--- config.mk ---
export PLATFORM = sky130hd
export DESIGN_NAME = stdp_weight_update
export DESIGN_NICKNAME = d
export VERILOG_FILES = /design/src/rtl/stdp_pkg.sv /design/src/rtl/stdp_sat_addsub.sv /design/src/rtl/stdp_weight_update.sv
export SDC_FILE = /design/constraint.sdc
export NUM_CORES = 1
export LEC_CHECK = 0
export BUFFER_PORTS_ARGS = -buffer_cell sky130_fd_sc_hd__buf_2
export CORE_AREA = 10 10 92 94
export CTS_CLUSTER_SIZE = 12
export DETAILED_ROUTE_END_ITERATION = 10
export DIE_AREA = 0 0 102 104
export PLACE_DENSITY = 0.86
export SYNTH_ARGS = -nofsm -noshare
export SYNTH_HDL_FRONTEND = slang
export SYNTH_SLANG_ARGS = --single-unit
--- constraint.sdc ---
create_clock -name clk -period 4 [get_ports clk]
set_input_delay 0.2 -clock clk [delete_from_list [all_inputs] [get_ports clk]]
set_output_delay 0.2 -clock clk [all_outputs]
set_load 0.02 [all_outputs]
--- src/rtl/stdp_pkg.sv ---
// Shared FSM state encoding and default parameters for the STDP weight-update block.
// Pure declarations: no latency, no flow control.
package stdp_pkg;

  typedef enum logic [1:0] {
    ST_IDLE  = 2'd0,
    ST_CALC  = 2'd1,
    ST_APPLY = 2'd2,
    ST_DONE  = 2'd3
  } state_e;

  localparam int NUM_SYN_DEF   = 5;
  localparam int TD_W_DEF      = 8;
  localparam int W_W_DEF       = 8;
  localparam int A_PLUS_DEF    = 16;
  localparam int A_MINUS_DEF   = 12;
  localparam int TAU_SHIFT_DEF = 2;
  localparam int WINDOW_DEF    = 32;
  localparam int W_INIT_DEF    = 128;
  localparam int W_MIN_DEF     = 0;
  localparam int W_MAX_DEF     = 255;

endpackage

--- src/rtl/stdp_sat_addsub.sv ---
// Saturating add/sub of two W_W operands, clipped to [W_MIN, W_MAX], with clip flag.
// Latency 1 cycle (result registered when en=1, held otherwise); no backpressure.
module stdp_sat_addsub #(
  parameter int W_W   = 8,
  parameter int W_MIN = 0,
  parameter int W_MAX = 255
) (
  input  logic           clk,
  input  logic           rst_n,
  input  logic           en,
  input  logic           sub,
  input  logic [W_W-1:0] a,
  input  logic [W_W-1:0] b,
  output logic [W_W-1:0] res,
  output logic           sat
);

  localparam int XW = W_W + 2;

  logic [W_W-1:0] res_q, res_d;
  logic           sat_q, sat_d;
  logic [XW-1:0]  a_x, b_x, lo_x, hi_x, sum_x;

  always_comb begin
    a_x   = XW'(a);
    b_x   = XW'(b);
    lo_x  = XW'(W_MIN);
    hi_x  = XW'(W_MAX);
    sum_x = a_x + b_x;
    res_d = res_q;
    sat_d = sat_q;
    if (en) begin
      if (sub) begin
        // Compare before subtracting so the extended result never wraps.
        if (a_x < b_x + lo_x) begin
          res_d = W_W'(W_MIN);
          sat_d = 1'b1;
        end else begin
          res_d = W_W'(a_x - b_x);
          sat_d = 1'b0;
        end
      end else if (sum_x > hi_x) begin
        res_d = W_W'(W_MAX);
        sat_d = 1'b1;
      end else begin
        res_d = W_W'(sum_x);
        sat_d = 1'b0;
      end
    end
  end

  always_ff @(posedge clk or negedge rst_n) begin
    if (!rst_n) begin
      res_q <= '0;
      sat_q <= 1'b0;
    end else begin
      res_q <= res_d;
      sat_q <= sat_d;
    end
  end

  assign res = res_q;
  assign sat = sat_q;

endmodule

--- src/rtl/stdp_weight_update.sv ---
// STDP weight bank: applies a decaying LTP/LTD step per time-diff transaction, saturating.
// Accept->weight visible 3 cycles (upd_valid pulse then); one transaction per 4 cycles, td_ready only in IDLE.
module stdp_weight_update
  import stdp_pkg::*;
#(
  parameter int NUM_SYN   = NUM_SYN_DEF,
  parameter int TD_W      = TD_W_DEF,
  parameter int W_W       = W_W_DEF,
  parameter int A_PLUS    = A_PLUS_DEF,
  parameter int A_MINUS   = A_MINUS_DEF,
  parameter int TAU_SHIFT = TAU_SHIFT_DEF,
  parameter int WINDOW    = WINDOW_DEF,
  parameter int W_INIT    = W_INIT_DEF,
  parameter int W_MIN     = W_MIN_DEF,
  parameter int W_MAX     = W_MAX_DEF
) (
  input  logic                   clk,
  input  logic                   rst_n,
  input  logic                   learn_en,
  input  logic                   td_valid,
  output logic                   td_ready,
  input  logic [2:0]             td_idx,
  input  logic                   td_sign,
  input  logic [TD_W-1:0]        td_mag,
  output logic [NUM_SYN*W_W-1:0] w_flat,
  output logic                   upd_valid,
  output logic [2:0]             upd_idx,
  output logic                   upd_sat,
  output logic                   idx_err
);

  state_e          state_q, state_d;
  logic [2:0]      idx_q, idx_d;
  logic            sign_q, sign_d;
  logic            learn_q, learn_d;
  logic            idx_err_q, idx_err_d;
  logic [TD_W-1:0] mag_q, mag_d, sh;
  logic [W_W-1:0]  w_q [NUM_SYN];
  logic [W_W-1:0]  w_d [NUM_SYN];
  logic [W_W-1:0]  w_cur, step, delta, add_res;
  logic            add_sat, idx_ok;

  assign idx_ok = int'(idx_q) < NUM_SYN;

  // Step size from the latched transaction; evaluated while in CALC.
  always_comb begin
    sh    = mag_q >> TAU_SHIFT;
    step  = sign_q ? W_W'(A_PLUS) : W_W'(A_MINUS);
    delta = '0;
    if (mag_q != '0 && int'(mag_q) <= WINDOW && learn_q && idx_ok && int'(sh) < W_W) begin
      delta = step >> sh;
    end
  end

  always_comb begin
    w_cur = '0;
    for (int i = 0; i < NUM_SYN; i++) begin
      if (int'(idx_q) == i) w_cur = w_q[i];
    end
  end

  stdp_sat_addsub #(
    .W_W   (W_W),
    .W_MIN (W_MIN),
    .W_MAX (W_MAX)
  ) u_addsub (
    .clk   (clk),
    .rst_n (rst_n),
    .en    (state_q == ST_CALC),
    .sub   (~sign_q),
    .a     (w_cur),
    .b     (delta),
    .res   (add_res),
    .sat   (add_sat)
  );

  always_comb begin
    state_d   = state_q;
    idx_d     = idx_q;
    sign_d    = sign_q;
    mag_d     = mag_q;
    learn_d   = learn_q;
    idx_err_d = idx_err_q;
    w_d       = w_q;
    case (state_q)
      ST_IDLE: begin
        if (td_valid) begin
          idx_d   = td_idx;
          sign_d  = td_sign;
          mag_d   = td_mag;
          learn_d = learn_en;
          state_d = ST_CALC;
        end
      end
      ST_CALC:  state_d = ST_APPLY;
      ST_APPLY: begin
        if (idx_ok) begin
          for (int i = 0; i < NUM_SYN; i++) begin
            if (int'(idx_q) == i) w_d[i] = add_res;
          end
        end else begin
          idx_err_d = 1'b1;
        end
        state_d = ST_DONE;
      end
      ST_DONE:  state_d = ST_IDLE;
      default:  state_d = ST_IDLE;
    endcase
  end

  always_ff @(posedge clk or negedge rst_n) begin
    if (!rst_n) begin
      state_q   <= ST_IDLE;
      idx_q     <= '0;
      sign_q    <= 1'b0;
      mag_q     <= '0;
      learn_q   <= 1'b0;
      idx_err_q <= 1'b0;
      for (int i = 0; i < NUM_SYN; i++) w_q[i] <= W_W'(W_INIT);
    end else begin
      state_q   <= state_d;
      idx_q     <= idx_d;
      sign_q    <= sign_d;
      mag_q     <= mag_d;
      learn_q   <= learn_d;
      idx_err_q <= idx_err_d;
      w_q       <= w_d;
    end
  end

  always_comb begin
    w_flat = '0;
    for (int i = 0; i < NUM_SYN; i++) w_flat[i*W_W +: W_W] = w_q[i];
  end

  assign td_ready  = (state_q == ST_IDLE);
  assign upd_valid = (state_q == ST_DONE);
  assign upd_idx   = idx_q;
  assign upd_sat   = (state_q == ST_DONE) & add_sat;
  assign idx_err   = idx_err_q;

endmodule

## Yosys cells after proc, flatten, opt, wreduce, memory -nomap -nowiden

Cells that the tools add are included.
W data, S select, Z words.

- Add/subtract/negate cells: 2
- Magnitude comparators: 5
- Equality and inequality tests: 8
- Shift-type cells: 1
- Mux-type cells: 15
- Bitwise logic cells: 2
- Reduce and logical (&&, ||, !) cells: 14

Operator list:

| kind | number |
|---|---|
| $mux W8 | 9 |
| $reduce_and A3 Y1 | 5 |
| $gt A10 B8 Y1 const B | 1 |
| $add A8 B8 Y9 | 1 |
| $eq A3 B3 Y1 const B | 3 |
| $le A8 B6 Y1 const B | 1 |
| $lt A8 B8 Y1 | 1 |
| $pmux W2 S4 | 1 |
| $reduce_bool A8 Y1 | 1 |
| $shr A5 B6 Y8 | 1 |
| $sub A8 B8 Y8 | 1 |
| $lt A6 B4 Y1 const B | 1 |
| $mux W5 | 1 |
| $eq A2 B2 Y1 const B | 2 |
| $logic_and A1 B1 Y1 | 4 |
| $reduce_and A2 Y1 | 2 |
| $eq A3 B2 Y1 const B | 1 |
| $logic_not A3 Y1 | 1 |
| $lt A3 B3 Y1 const B | 1 |
| $mux W1 | 3 |
| $eq A2 B1 Y1 const B | 1 |
| $logic_not A2 Y1 | 1 |
| $mux W2 | 1 |
| $ne A2 B2 Y1 const B | 1 |
| 2 further kinds | 2 |

- Flip-flop bits (word level): 65
- Input bits: 16
- Output and inout port bits: 47
- Word-level logic and storage cells: 60

## Longest topological paths before layout

Gate-level depths: netlist of the first run.

- Depth in word-level cells: 10
- Gate-level depth with buffers: 15
- Depth with buffers taken out: 14

## Cells and area by module

From an unflattened synthesis of the first run, not the netlist that was laid out.

- Cells, all modules: 347
- Area total of the unflattened synthesis: 3,936.3 um^2

By module, submodules not included:

| module | instances | cells an instance | area an instance (um^2) | seq. area each (um^2) |
|---|---|---|---|---|
| stdp_weight_update | 1 | 204 | 2,793.9 | 1,407.6 |
| stdp_sat_addsub | 1 | 143 | 1,142.3 | 225.2 |

## Worst setup path after synthesis of the first run

No wires, ideal clock.

- Path kind: register to register
- Start: register idx_q[0] (netlist: upd_idx[0])
- End: register u_addsub.res_q[7] (netlist: u_addsub.res[7])
- Setup time: 123 ps
- Arrival time: 3,052 ps
- Required time: 3,877 ps
- Setup slack: 825 ps
- Cell stages (with the launch flop): 13
- Path buffers: 2
- Clock period less this slack: 3,175 ps
- Path through: dfrtp_1 > buf_6 > buf_2 > mux4_2 > nand2_1 > o21ai_0 > ha_1 > nand2b_1 > a21oi_1 > o21ai_0 > a211oi_2 > mux2_1 > o221a_1

- Cells in the longest elaborated chain, start to end: 10
- Elaborated cells on any way between the ends: 21
- Classes of those cells: add/sub: 2; order compare: 3; eq/ne: 4; mux: 9; reduce/logical: 3

Ends and longest elaborated chain:

| element | RTL line | source |
|---|---|---|
| start: declaration | stdp_weight_update.sv:33 | `logic [2:0] idx_q, idx_d;` |
| start signal: assignment | stdp_weight_update.sv:122 | `idx_q <= idx_d;` |
| $logic_not A3 Y1 | stdp_weight_update.sv:58 | `if (int'(idx_q) == i) w_cur = w_q[i];` |
| $mux W8 (5 in a row) | stdp_weight_update.sv:58 |  |
| $add A8 B8 Y9 | stdp_sat_addsub.sv:29 | `sum_x = a_x + b_x;` |
| $gt A10 B8 Y1 | stdp_sat_addsub.sv:42 | `end else if (sum_x > hi_x) begin` |
| $mux W8 | stdp_sat_addsub.sv:42 |  |
| $mux W8 * | stdp_sat_addsub.sv:33 | `if (sub) begin` |
| end signal: assignment | stdp_sat_addsub.sv:57 | `res_q <= res_d;` |
| end: declaration | stdp_sat_addsub.sv:20 | `logic [W_W-1:0] res_q, res_d;` |

Mark *: on every way between the ends. The rest lies on a longest branch, timed or not.
A chain may end at the register's enable or synchronous reset.

## Worst setup path after layout of the first run

- Start: register idx_q[2] (netlist: upd_idx[2])
- End: register u_addsub.res_q[6] (netlist: u_addsub.res[6])

Same word-level chain as after synthesis.

==> impl_results.md, run 1 <==
* Worst r2r src: upd_idx[2]$_DFFE_PN0P_
* PD cells at 841.3 mW/mm²
* Core area at 0.006681 mm²
* CTS tree: done
* Status: finished, final reports clean
* R2R cell count at 11
* DR vias at 2755
* Die width at 102 µm
* Worst-path fanout max at 17
* Final hold violation count at 0
* Worst-path clk slew at 80 ps
* Setup crit end kind: flip-flop
* R2R Setup Slk at 340 ps
* # clock sinks at 65
* Chip height at 104 µm
* Fin crit share at 91.40%
* Yosys top cell area share at 40.89%
* Post-detail-place hpwl at 6.521 mm
* Dpl ws at 477.7 ps
* Seq/Total Area, Yosys at 44.46%
* Port bufs at 62
* First-pass GRT wire length at 14.75 mm
* Static leakage at 2.046 nW
* Setup crit start: upd_idx[2]$_DFFE_PN0P_
* DRT antenna net count at 0
* # diodes at 0
* Fmax at 0.2735 GHz
* CTS root buf: clkbuf_8
* Via density at 5.825
* Final min period at 3656 ps
* TritonCTS Buffers at 9
* Post-Syn Area at 0.003672 mm²
* Aggregate routed wire length at 8.924 mm
* Layout cells sized above 1 at 38.68%
* Critical path launch point type: flip-flop
* Synth area leaders: dfrtp_1 (41%), mux2_2 (16%), ha_1 (4.8%)
* Max VDD drop at 0.0005784 V
* Post-cts sizing count at 0
* Final Wtd Congestion at 0.8995
* Initial core utilization at 54.96%
* Worst-skew pair later-pin latency at 350 ps
* Post-synth ARST share at 100.0%
* Yosys warns at 0
* Vias in the first global route at 2965
* Setup bufs post-CTS at 0
* Slew Limit Fails at 0
* DRC Markers at 0
* Grt total ovfl at 0
* Core Rows at 30
* WP data arrival at 3930 ps
* Yosys cell types at 54
* Wire per inst at 18.87 µm
* RSZ-0062 raised after global routing: false
* Seq cells post-synth at 65
* Post-synth EDFFs at 0
* Worst setup path endpoint: u_addsub.res[6]$_DFFE_PN0N_
* GR Util All Layers at 17.24%
* Slew HR at 19.27%
* Die ar. at 0.01061 mm²
* H-Tree Depth at 3
* Area leader, netlist: dfrtp_1
* Setup WS post-layout at 344.1 ps
* Area growth syn-to-layout at 14.92%
* Mapped Nets at 361
* Cts hold-fix bufs at 0
* Antenna violations before repair at 0
* Slew @ Worst Pin at 1194 ps
* Pin count of the biggest net entering global routing at 66
* Synth Flop Type: dfrtp_1
* Setup tns final at 0 ps
* Hold Path Class: input port to asynchronous set/reset pin
* Drt first pass iters at 4
* # setup viols final at 0
* Worst setup path category: flip-flop to flip-flop
* Nets at 420
* Clock buffer depth at 2
* Initial DRC count at 176
* Synth Area per Inst at 11.16 µm²
* WP data required at 4280 ps
* FF-to-FF End: u_addsub.res[6]$_DFFE_PN0N_
* # IOs at 63
* Setup Skew at 12.28 ps
* Mapped Cells at 329
* Max Cap Viol at 0
## critical path, stage by stage (launching register included)
cell and delay, ps:
dfrtp_1 780, inv_1 290, nor2_1 330, a22oi_1 150, o22ai_1 340, ha_1 250
inv_1 80, a21oi_1 330, a21boi_2 380, nor2_1 90, a221o_1 390, a41oi_2 170
## final cells by class
type | instances | area [µm²]
timing repair buffer | 65 | 332.8
fill | 512 | 2461
multi-input combinational | 229 | 1882
clock buffer | 10 | 137.6
sequential | 65 | 1633
clock inverter | 6 | 67.56
tap | 80 | 100.1
inverter | 18 | 67.56
## state kept, by name (all words and copies together), names as in the netlist
name and flops:
mag_q 8, idx_err 1, u_addsub.res 8, sign_q 1, u_addsub.sat 1, w_flat 40, upd_idx 3, learn_q 1
state_q 2
## worst min-delay path by stage
stage | startpoint | endpoint | slack, ps | cells past startpoint
6_report | rst_n | u_addsub.res[6]$_DFFE_PN0N_ | 20 | 2
3_3_place_gp | td_valid | state_q[1]$_DFFE_PN0P_ | 410 | 2
2_1_floorplan | rst_n | idx_err$_DFFE_PN0P_ | -100 | 0
4_1_cts | td_valid | state_q[1]$_DFFE_PN0P_ | 50 | 2
5_1_grt | td_valid | state_q[1]$_DFFE_PN0P_ | 60 | 2
3_5_place_dp | td_valid | state_q[1]$_DFFE_PN0P_ | 420 | 2
## cells in the final DEF (no fill, tap or decap), types with 3 or more instances in the layout
cell      count
xor2_1        3
clkbuf_8     10
nor2b_1       3
nor3_1        3
buf_4         3
o21ai_0      15
nand3b_1      3
xnor2_1       3
inv_1        18
a21oi_1       9
nand2_1      14
dfstp_2       5
nand3_1       9
a31oi_1       6
dfrtp_1      60
nor2_1       26
mux2_2       52
ha_1         14
a22oi_1       4
nand2b_1      9
buf_2        62
mux2i_1      11
and3_1        3
o22ai_1       5
## per-stage QoR
step / hold WS, ps / utilization [%] / cells / power, W / area [µm²]
floorplan: -95.59 / - / 329 / 0.002495 / 3672
global placement: 414.3 / 60.09 / 457 / 0.002897 / 4015
detailed placement: 422.7 / 60.09 / 457 / 0.002974 / 4015
CTS: 46.75 / 63.16 / 473 / 0.003563 / 4220
global route: 59.26 / 63.16 / 473 / 0.003782 / 4220
finish: 15.82 / 63.16 / 473 / 0.003550 / 4220
## cells in the mapped netlist, types with 4 or more instances
cell and number:
buf_2 7, o22ai_1 5, inv_1 18, buf_6 4, a22oi_1 4, clkbuf_1 5
a31oi_1 6, nand2b_1 9, ha_1 14, nand2_1 14, nor2_1 26, o21ai_0 15
a21oi_1 9, mux2i_1 11, nand3_1 9, dfstp_2 5, mux2_2 52, dfrtp_1 60
## cell families after synthesis
logic type | count (synthesis) | synth area share [%]
simple gates | 86 | 12.64
compound gates | 56 | 11.11
xor+xnor | 6 | 1.431
mux | 65 | 19.86
fa+ha+maj | 16 | 5.860
buf+inv | 35 | 4.633
flops | 65 | 44.46
## layer usage
layer	up-vias	wire [µm]	global-route usage [%]
met5	-	0	0
met4	0	223	7.964
met3	17	619	5.183
met2	84	4300	27.49
met1	1359	3781	20.59
li1	1295	-	-
## power breakdown
group | switching, W | internal (W)
Clock | 0.000269 | 0.000305
Combinational | 0.000980 | 0.000736
Sequential | 0.000322 | 0.000939
No activity file was read; power rests on OpenSTA's default activity.
==> run 2: changes to the inputs <==
--- a/config.mk
+++ b/config.mk
@@ -6,10 +6,10 @@
 export NUM_CORES = 1
 export LEC_CHECK = 0
 export BUFFER_PORTS_ARGS = -buffer_cell sky130_fd_sc_hd__buf_2
-export CORE_AREA = 10 10 92 94
+export CORE_AREA = 5 5 87 89
 export CTS_CLUSTER_SIZE = 12
 export DETAILED_ROUTE_END_ITERATION = 10
-export DIE_AREA = 0 0 102 104
+export DIE_AREA = 0 0 92 94
 export PLACE_DENSITY = 0.86
 export SYNTH_ARGS = -nofsm -noshare
 export SYNTH_HDL_FRONTEND = slang
==> run 2 against run 1 <==
Net effect: die area down 18%; first-iteration DRC count up 15%; largest cell class unchanged; via count up 1.6%; register-to-register slack worse by 90 ps; sequential share of layout area down 0.080 points; global-route usage up 5.1 points; count of clock-buffer cells in the layout unchanged; routed wire length up 1.4%; sequential cell count unchanged.
==> impl_results.md, run 2 (synthesis gave the netlist of run 1 again) <==
* Worst-skew pair later-pin latency at 350 ps (about the same)
* Wire per inst at 19.10 µm (+1.2%)
* CP dominant cell by count: inv_1
* Drt first pass iters at 5 (+1)
* Setup Skew at 7.540 ps (-4.743 ps)
* Slew Limit Fails at 0 (unchanged)
* DP Cell Count at 457 (unchanged)
* TritonCTS Buffers at 9 (unchanged)
* Final hold violation count at 0 (unchanged)
* Delay-heaviest family, CP: compound AO/OA/AOI/OAI gates
* Crit-path max cell delay at 820 ps (+40 ps)
* GR Util All Layers at 22.36% (+5.1 points)
* DRC Markers at 0 (unchanged)
* Final Wtd Congestion at 0.9163 (+1.9%)
* Initial core utilization at 54.96% (unchanged)
* Fmax at 0.2671 GHz (-2.4%)
* Vias in the first global route at 2953 (-0.40%)
* Critical path launch point type: flip-flop
* DR vias at 2799 (+1.6%)
* Hold Path Class: input port to flip-flop
* First-pass GRT wire length at 15.13 mm (+2.6%)
* Max FFs per register at 40 (unchanged)
* # diodes at 0 (unchanged)
* Area growth syn-to-layout at 15.16%
* Cell Count, Final, Fillers Out at 474 (+0.21%)
* Chip height at 94 µm (-9.6%)
* Setup tns final at 0 ps (unchanged)
* Die ar. at 0.008648 mm² (-18%)
* Status: finished, final reports clean
* CTS root buf: clkbuf_8
* Fin crit share at 93.61% (+2.2 points)
* Via density at 5.905 (+1.4%)
* Layout cells sized above 1 at 38.58% (-0.098 points)
* Top layer in use: met4
* Final min period at 3744 ps (+88.60 ps)
* Worst Path Buf+Inv at 3 (+1)
* Worst-path clk slew at 80 ps (about the same)
* Wire length on met1 at 3.672 mm (-2.9%)
* Slew @ Worst Pin at 1311 ps (+117.5 ps)
* CTS tree: done
* PD cells at 842.9 mW/mm² (+0.20%)
* # clock sinks at 65 (unchanged)
* Core area at 0.006681 mm² (unchanged)
* Layout fillers at 523 (+2.1%)
* Commonest non-fill, non-tap cell in the layout: buf_2
* Clock buffer depth at 2 (unchanged)
* Critical Path Slowest Stage Cell: dfrtp_1
* Nets at 421 (+0.24%)
* Post-detail-place hpwl at 6.528 mm (+0.12%)
* Static leakage at 2.047 nW (about the same)
* Worst setup path category: flip-flop to flip-flop
* # IOs at 63 (unchanged)
* Port bufs at 62 (unchanged)
* CP Cell Sequence: inv_1 > nor2_1 > a22oi_1 > nor2_1 > a21oi_1 > inv_1 > ha_1 > inv_1 > fa_1 > o21bai_1 > a21boi_2 > nor4_4 > o21ai_1 > a31oi_1
* RSZ-0062 raised after global routing: false
* WP data arrival at 4010 ps (+80 ps)
* Post-cts sizing count at 0 (unchanged)
* Slew HR at 11.32% (-7.9 points)
* Initial DRC count at 203 (+15%)
* Antenna violations before repair at 0 (unchanged)
* Dpl ws at 418.0 ps (-59.69 ps)
* Setup WS post-layout at 255.5 ps (-88.60 ps)
* DRT antenna net count at 0 (unchanged)
* Worst-path fanout max at 17 (unchanged)
* H-Tree Depth at 3 (unchanged)
* WL met3 at 793 µm (+28%)
* Aggregate routed wire length at 9.052 mm (+1.4%)
* # setup viols final at 0 (unchanged)
* Die width at 92 µm (-9.8%)
* Setup crit end kind: flip-flop
* Core Rows at 30 (unchanged)
* WP data required at 4270 ps (about the same)
* Pin count of the biggest net entering global routing at 40 (-39%)
* Grt total ovfl at 0 (unchanged)
* Most frequent cells in the layout: buf_2 (62), dfrtp_1 (60), mux2_2 (52), nor2_1 (26), inv_1 (18)
* Max Cap Viol at 0 (unchanged)
* Max VDD drop at 0.0005220 V (-9.7%)
* Wire length on met2 at 4.419 mm (+2.8%)
## run 2: cell count changes in the layout (fill, tap and decap cells not counted)
cell,previous run,this run
clkinv_4,2,0
clkinvlp_4,2,3
dlygate4sd3_1,0,1
inv_6,0,1
## run 2: what timing repair did
action / 4_1_cts / 5_1_grt
buffers inserted: 0 / 0
hold buffers: 1 / 0
hold endpoints to repair: 33 / 0
## run 2: worst paths after layout
check / start / to / slack [ps] / cells past startpoint
max in group asynchronous: rst_n / mag_q[2]$_DFFE_PN0P_ / 2600 / 3
min: td_valid / state_q[1]$_DFFE_PN0P_ / 70 / 2
min reg2reg: mag_q[6]$_DFFE_PN0P_ / mag_q[6]$_DFFE_PN0P_ / 510 / 1
max: upd_idx[2]$_DFFE_PN0P_ / u_addsub.res[1]$_DFFE_PN0N_ / 260 / 14
max reg2reg: upd_idx[2]$_DFFE_PN0P_ / u_addsub.res[1]$_DFFE_PN0N_ / 260 / 14
min in group asynchronous: rst_n / u_addsub.res[5]$_DFFE_PN0N_ / 500 / 2
## run 2: power by group
group	internal (W)	switching (W)	leakage, nW	total [W]
clock network	0.000305	0.000267	0.0949	0.000572
logic	0.000736	0.000979	1.13	0.00172
registers	0.000939	0.000339	0.822	0.00128
## run 2: final cells by class
| class | count | area, µm² | area share (%) |
|---|---|---|---|
| clock buffer | 10 | 137.6 | 3.254 |
| clock inverter | 6 | 66.31 | 1.568 |
| inverter | 18 | 67.56 | 1.598 |
| multi-input combinational | 229 | 1882 | 44.50 |
| sequential | 65 | 1633 | 38.61 |
| tap | 80 | 100.1 | 2.367 |
| timing repair buffer | 66 | 342.8 | 8.107 |
## run 2: metrics by stage
| step | total power, W | util (%) | area, µm² | hold slack, ps |
|---|---|---|---|---|
| 2_1_floorplan | 0.002495 | - | 3672 | -95.59 |
| 4_1_cts | 0.003568 | 63.30 | 4229 | 58.09 |
| 3_5_place_dp | 0.002980 | 60.09 | 4015 | 365.6 |
| 5_1_grt | 0.003794 | 63.30 | 4229 | 59.83 |
| 6_report | 0.003565 | 63.30 | 4229 | 69.41 |
| 3_3_place_gp | 0.002889 | 60.09 | 4015 | 354.4 |
## run 2: routing by layer
layer	vias up	GRT usage [%]
met1	1357	28.27
met4	0	6.064
li1	1286	-
met2	136	36.92
met5	-	0
met3	20	7.372
